<file path="config.mk">
export PLATFORM = sky130hd
export DESIGN_NAME = mmio_port_responder
export DESIGN_NICKNAME = d
export VERILOG_FILES = /design/src/rtl/mmio_port_responder.sv
export SDC_FILE = /design/constraint.sdc
export NUM_CORES = 1
export LEC_CHECK = 0
export CAP_MARGIN = 0
export CORE_UTILIZATION = 25
export DETAILED_ROUTE_END_ITERATION = 10
export HOLD_SLACK_MARGIN = 0.06
export PLACE_DENSITY_LB_ADDON = 0.1
export SYNTH_ARGS = -nofsm -noshare
export SYNTH_HDL_FRONTEND = slang
export SYNTH_SLANG_ARGS = --single-unit
export TNS_END_PERCENT = 100
</file>
<file path="constraint.sdc">
create_clock -name clk -period 2.3 [get_ports clk]
set_input_delay 0.46 -clock clk [delete_from_list [all_inputs] [get_ports clk]]
set_output_delay 0.46 -clock clk [all_outputs]
set_load 0.01 [all_outputs]
</file>
<file path="src/rtl/mmio_port_responder.sv">
// mmio_port_responder: memory-mapped I/O window on the core data bus.
// Four word registers at BASE_ADDR: OUT (RW), IN (RO, synchronized),
// STATUS (write-1-to-clear), TIMER (down-counter).
// The down-counter is built only when the macro MMIO_TIMER_EN is defined;
// otherwise TIMER reads 0, ignores writes, and STATUS bit1 reads 0.
module mmio_port_responder #(
  parameter int                  DATA_WIDTH = 32,
  parameter int                  IN_WIDTH   = 8,
  parameter logic [DATA_WIDTH-1:0] BASE_ADDR = 32'h1001_0400
) (
  input  logic                  clk,
  input  logic                  reset,
  input  logic                  MemWrite,
  input  logic                  MemRead,
  input  logic [DATA_WIDTH-1:0] Address,
  input  logic [DATA_WIDTH-1:0] WriteData,
  output logic [DATA_WIDTH-1:0] ReadData,
  output logic                  Hit,
  input  logic [IN_WIDTH-1:0]   PortIn,
  output logic [DATA_WIDTH-1:0] PortOut
);

  localparam logic [1:0] OFS_OUT    = 2'd0;
  localparam logic [1:0] OFS_IN     = 2'd1;
  localparam logic [1:0] OFS_STATUS = 2'd2;
  localparam logic [1:0] OFS_TIMER  = 2'd3;

  logic [1:0]          offset;
  logic                wr_out;
  logic                wr_status;
  logic                wr_timer;
  logic [IN_WIDTH-1:0] sync1;
  logic [IN_WIDTH-1:0] sync2;
  logic [IN_WIDTH-1:0] prev;
  logic                in_chg;
  logic                in_chg_set;
  logic                tmr_exp;
  logic [DATA_WIDTH-1:0] timer_val;
  logic                unused_addr_bits;

  // Word access only: byte-lane bits of the address carry no meaning here.
  assign unused_addr_bits = ^Address[1:0];

  assign Hit        = (Address[DATA_WIDTH-1:4] == BASE_ADDR[DATA_WIDTH-1:4]);
  assign offset     = Address[3:2];
  assign wr_out     = Hit && MemWrite && (offset == OFS_OUT);
  assign wr_status  = Hit && MemWrite && (offset == OFS_STATUS);
  assign wr_timer   = Hit && MemWrite && (offset == OFS_TIMER);
  assign in_chg_set = (sync2 != prev);

  // Output port register, loaded by a store to OUT.
  always_ff @(posedge clk) begin
    if (reset) begin
      PortOut <= '0;
    end else if (wr_out) begin
      PortOut <= WriteData;
    end
  end

  // Two-flop synchronizer plus a delayed copy for change detection.
  always_ff @(posedge clk) begin
    if (reset) begin
      sync1 <= '0;
      sync2 <= '0;
      prev  <= '0;
    end else begin
      sync1 <= PortIn;
      sync2 <= sync1;
      prev  <= sync2;
    end
  end

  // Sticky input-change flag; a set in the same cycle as a clear wins.
  always_ff @(posedge clk) begin
    if (reset) begin
      in_chg <= 1'b0;
    end else if (in_chg_set) begin
      in_chg <= 1'b1;
    end else if (wr_status && WriteData[0]) begin
      in_chg <= 1'b0;
    end
  end

`ifdef MMIO_TIMER_EN
  logic [DATA_WIDTH-1:0] timer;
  logic                  tmr_set;

  // Expiry is the 1->0 decrement only; a load (including a load of 0) never expires.
  assign tmr_set   = !wr_timer && (timer == DATA_WIDTH'(1));
  assign timer_val = timer;

  // Down-counter: software load has priority, otherwise count down and hold at 0.
  always_ff @(posedge clk) begin
    if (reset) begin
      timer <= '0;
    end else if (wr_timer) begin
      timer <= WriteData;
    end else if (timer != '0) begin
      timer <= timer - DATA_WIDTH'(1);
    end
  end

  // Sticky timer-expired flag; a set in the same cycle as a clear wins.
  always_ff @(posedge clk) begin
    if (reset) begin
      tmr_exp <= 1'b0;
    end else if (tmr_set) begin
      tmr_exp <= 1'b1;
    end else if (wr_status && WriteData[1]) begin
      tmr_exp <= 1'b0;
    end
  end
`else
  logic unused_timer_wr;

  assign unused_timer_wr = wr_timer;
  assign timer_val       = '0;
  assign tmr_exp         = 1'b0;
`endif

  // Zero-latency read mux; reads never modify state.
  always_comb begin
    ReadData = '0;
    if (Hit && MemRead) begin
      case (offset)
        OFS_OUT:    ReadData = PortOut;
        OFS_IN:     ReadData = DATA_WIDTH'(sync2);
        OFS_STATUS: ReadData = DATA_WIDTH'({tmr_exp, in_chg});
        OFS_TIMER:  ReadData = timer_val;
        default:    ReadData = '0;
      endcase
    end
  end

endmodule

</file>
==> Word level (Yosys, flattened, before mapping) <==
Index checks and enable logic that the tools add are counted.
{ "word_totals": {"regBits": 57, "in_bits": 76, "output_inout_bits": 65} }
{ "op_classes": {"n_reduce_logical": 7, "n_mux": 4, "n_eq_ne": 5} }
{ "op_table": {"columns": ["cell", "count"], "rows": [
  ["32-bit one-hot mux with 4 select lines", 1],
  ["32-bit 2-to-1 mux", 1],
  ["28-bit by 25-bit equality test with 1-bit output (second input constant)", 1],
  ["8-bit != test", 1],
  ["1-bit logical AND", 5],
  ["2-bit equality test (second input constant)", 2],
  ["2-bit by 1-bit equality test with 1-bit output (second input constant)", 1],
  ["2-bit logical NOT", 1],
  ["1-bit 2-to-1 mux", 2],
  ["2-bit nonzero test", 1]
]} }

==> Depth between registers and ports, before layout <==
{ "depth": {"depth_word": 6, "ltp_mapped": 6, "depth_no_buf": 4} }

==> Worst setup path before layout <==
No wires, ideal clock.
{ "synth_path": {"kind": "input port to output port", "startpoint": "input port Address[8]", "endpoint": "output port ReadData[10]", "t_arrival_ns": 1.583, "required_time_ns": 1.840, "slack_ns": 0.257, "path_stages": 6, "path_buffers": 2, "cell_sequence": "nor4b_2 > and4_1 > buf_4 > and4_4 > buf_4 > and2_1"} }
{ "synth_between": {"elab_chain_cells": 3} }
{ "synth_rtl": {"columns": ["item", "line_no", "rtl"], "rows": [
  ["start: declaration", "15", "input logic [DATA_WIDTH-1:0] Address,"],
  ["28-bit by 25-bit equality test with 1-bit output", "44", "assign Hit = (Address[DATA_WIDTH-1:4] == BASE_ADDR[DATA_WIDTH-1:4]);"],
  ["1-bit logical AND", "124", "if (Hit && MemRead) begin"],
  ["32-bit 2-to-1 mux", "124", null],
  ["end: declaration", "17", "output logic [DATA_WIDTH-1:0] ReadData,"]
]} }
No other way between the ends.

==> Worst setup path in the final report <==
{ "layout_path": {"startpoint": "input port Address[15]", "endpoint": "output port ReadData[18]"} }
The elaborated chain is that of the path after synthesis.

==> summary.txt <==
Hold path
  • Hold path depth: 1
  • Worst min path class: reg -> reg

Power and ir drop
  • Power per cell area: ~470 mW/mm^2
  • Net Sw Frac: 22.8%
  • Proportion of power drawn by combinational gates: 10.3%
  • Net switching power: a little under 0.5 mW
  • VDD IR-drop max: roughly 0.00023 V
  • Total power: between 2 and 2.5 mW
  • Clock power share: a little over two fifths
  • Leakage: 1.90 nW
  • Seq pwr share: ~47%
  • Int Power: 1.67 mW

Synth
  • Gate Count Post-Synth: roughly 280
  • Area fraction of the dominant cell type after synthesis: approximately 47%
  • Ys async rst share: 0%
  • Sequential area share after synthesis: between 40% and 50%
  • Top_reg_cell synth: dfxtp_1
  • Synthesis Warnings: 0
  • Most frequent cell after synthesis: dfxtp_1
  • Top post-synthesis cells by count: 57 x dfxtp_1, 34 x o21ai_0, 32 x a21oi_1, 32 x nand3_1
  • Seq cells post-synth: 57
  • Netlist Area Pre-Place: approximately 0.0024 sq mm
  • Distinct cells, synth: 23
  • Top cells by area, synth: dfxtp_1 47%, o21ai_0 7.0%, a21oi_1 6.5%
  • Syn nets: 352
  • Largest area contributor in the netlist: dfxtp_1
  • Number of synthesized flops with an enable pin: 0
  • Syn_area_per_cell: between 8 and 9 sq um

Floorplanning
  • Die ar.: between 0.01 and 0.015 sq mm
  • Starting density of the core: 26.1%
  • Core ar.: between 0.009 and 0.01 sq mm
  • Ports: 141
  • Row cnt: 35
  • Die width: 101 microns
  • Die H: 101 microns

STA
  • Worst slew pin tran: approximately 0.52 ns
  • RSZ-0062 raised after global routing: true
  • Clock skew: 0.00606 ns
  • Final Critical Period: 2.28 ns
  • Fin crit share: a little under 100%
  • Hold Vio Cnt, Final: 0
  • Final max-slew violation count: 0
  • Setup ws final: between 0.015 and 0.02 ns
  • Slew margin rel.: about two thirds
  • Final setup violation count: 0
  • FMAX: between 400 and 500 MHz

Final layout
  • Ant. Diodes: 0
  • Nets: ~540
  • Fillers: between 900 and 1,000
  • Area grow syn2layout: 90.2%
  • Post-route cell area: 0.00466 sq mm
  • Layout cells sized above 1: 35.1%
  • Final Non-Filler Cells: approximately 600

CTS
  • CTS tree: done
  • Buffer levels on the longest clock path: 2
  • H-tree Lvls: 3
  • Clock transition at the registers of the reported paths: about 0.070 ns
  • Clk Latency, worst-skew pair: 0.33 ns
  • Clock root cell: clkbuf_8
  • CTS Sinks: between 50 and 60
  • Hold_buf cts: 0
  • Num CTS Buffers: 9

Drt
  • Routed Wire Length: 9340 microns
  • 1st-iter DRT viols: 93
  • Via count: 2,758
  • Detailed Routing Iterations Pass 1: 4
  • Routed length per instance: approximately 16 microns
  • Routed Antenna Nets: 0
  • DRC: 0
  • Avg Vias per Cell: 4.58

Global route
  • First-pass GRT wire length: roughly 14,000 microns
  • GRT Resource Usage Total: between 10% and 20%
  • Overflow after GRT: 0
  • Antenna violations before repair: 1
  • Pin count of the biggest net entering global routing: 28
  • Vias in the first global route: around 2,700

Placement
  • DP Worst Slack: -0.830 ns
  • Placer Congestion: around 0.75
  • Final HPWL DP: about 5700 microns
  • Placed cell area: a little over 0.004 sq mm
  • Inst Count DP: around 540
  • Port buffer count: about 140

Worst setup path
  • Top delay family on crit path: simple AND/OR/NAND/NOR gates
  • CP Depth: 7
  • Worst-path cell with the longest stage delay: and4_4
  • WP data required: about 1.8 ns
  • Buf/Inv on CP: 3
  • CP max stage delay: about 0.33 ns
  • Crit-path cells: buf_6 > nor4_4 > and4_4 > and4_4 > buf_6 > and2_1 > buf_2
  • Critical Setup Path Class: in -> out
  • Crit path max fanout: 6
  • R2r worst-path depth: 4
  • Worst setup EP type: primary output
  • Crit path launch type: primary input
  • CP arrival: between 1.5 and 2 ns

Run
  • Max-cap violations: 0

Status
  • Status: completed
## path summary, 6_finish.rpt
kind	from	to	slack [ns]
worst max register to register	sync2[4]	in_chg	1.35
worst max-delay path	Address[15]	ReadData[18]	0.02
worst min register to register	sync1[2]	sync2[2]	0.44
worst min-delay path	sync1[2]	sync2[2]	0.44
## flip-flops by register name, summed over array words and instances (netlist names)
signal / cells
sync1: 8
prev: 8
in_chg: 1
sync2: 8
PortOut: 32
## routing by layer
layer | vias up | GRT usage, % | wire [microns]
met2 | 94 | 29.3 | 4350
li1 | 1354 | - | -
met5 | - | 0 | 13
met1 | 1292 | 21.8 | 4220
met3 | 16 | 3.95 | 579
met4 | 2 | 7.58 | 180
## stage by stage
stage | TNS (ns) | hold WS (ns) | util (%)
2_1_floorplan | 0 | 0.414 | -
3_3_place_gp | -25.85 | 0.421 | 43.1
3_5_place_dp | -26.19 | 0.421 | 43.1
4_1_cts | 0 | 0.436 | 47.8
5_1_grt | -0.334 | 0.446 | 49.7
6_report | 0 | 0.436 | 49.7
## worst reg2reg max path: cells and delay by family (launching register included)
kind,cells,cell delay (ns)
AOI/OAI and AO/OA,1,0.07
xor gates and xnor gates,1,0.13
DFF,1,0.38
and+or+nand+nor,2,0.24
## power groups by stage
stage | combinational (mW) | clock, mW | sequential, mW
floorplan | 0.0538 | 0 | 1.04
global placement | 0.201 | 0 | 1.04
detailed placement | 0.202 | 0 | 1.04
CTS | 0.214 | 0.949 | 1.02
global route | 0.240 | 1.00 | 1.02
finish | 0.223 | 0.929 | 1.02
## cell usage in the layout, fill, tap and decap left out, types with 2 or more instances in the layout
cell             synthesis  final
nor4_4                   0      4
buf_4                    6     44
nand3_1                 32     32
and2_4                   0      6
nor2_1                   9      3
clkdlybuf4s50_1          0     74
mux2i_1                  8      8
a21oi_1                 32     31
clkbuf_16                0      3
clkbuf_2                 0      7
buf_2                    5     35
dlymetal6s2s_1           0      2
clkbuf_8                 0     10
and4_4                   1      6
nor4b_4                  0      3
o21ai_2                  0      6
buf_8                    0      3
buf_6                    0     23
nand4_1                  5      5
and2_1                  25     19
nor2_2                   0      5
dfxtp_1                 57     57
nand2_1                  2      2
o21ai_1                  0      8
dlygate4sd2_1            0      2
o21ai_0                 34     20
nor2b_1                 25     25
clkinv_2                 0      4
xnor2_1                  8      8
clkdlybuf4s15_1          0      7
## area by class of cell
class | instances | area (sq um) | share of cell area [%]
timing repair buffer | 201 | 1790 | 38.5
multi-input combinational | 198 | 1360 | 29.2
sequential | 57 | 1140 | 24.5
tap | 129 | 161 | 3.47
clock buffer | 10 | 138 | 2.96
clock inverter | 6 | 57.6 | 1.24
inverter | 1 | 3.75 | 0.0806
## cells by family (layout without fill, tap and decap cells)
kind of cell / Yosys count / in the layout / share of synthesized area [%]
DFF: 57 / 57 / 46.6
buffers and inverters: 24 / 218 / 4.86
and+or+nand+nor: 112 / 115 / 28.5
xor gates and xnor gates: 8 / 8 / 2.86
muxes: 8 / 8 / 3.27
AOI/OAI and AO/OA: 67 / 67 / 13.9
## repair_timing
item                       CTS  global route
gates resized for setup    236            65
buffers inserted            42             3
setup endpoints to repair   33            66
gates cloned                 4             3
pin swaps                   16            28
(Power assumes the default switching activity.)
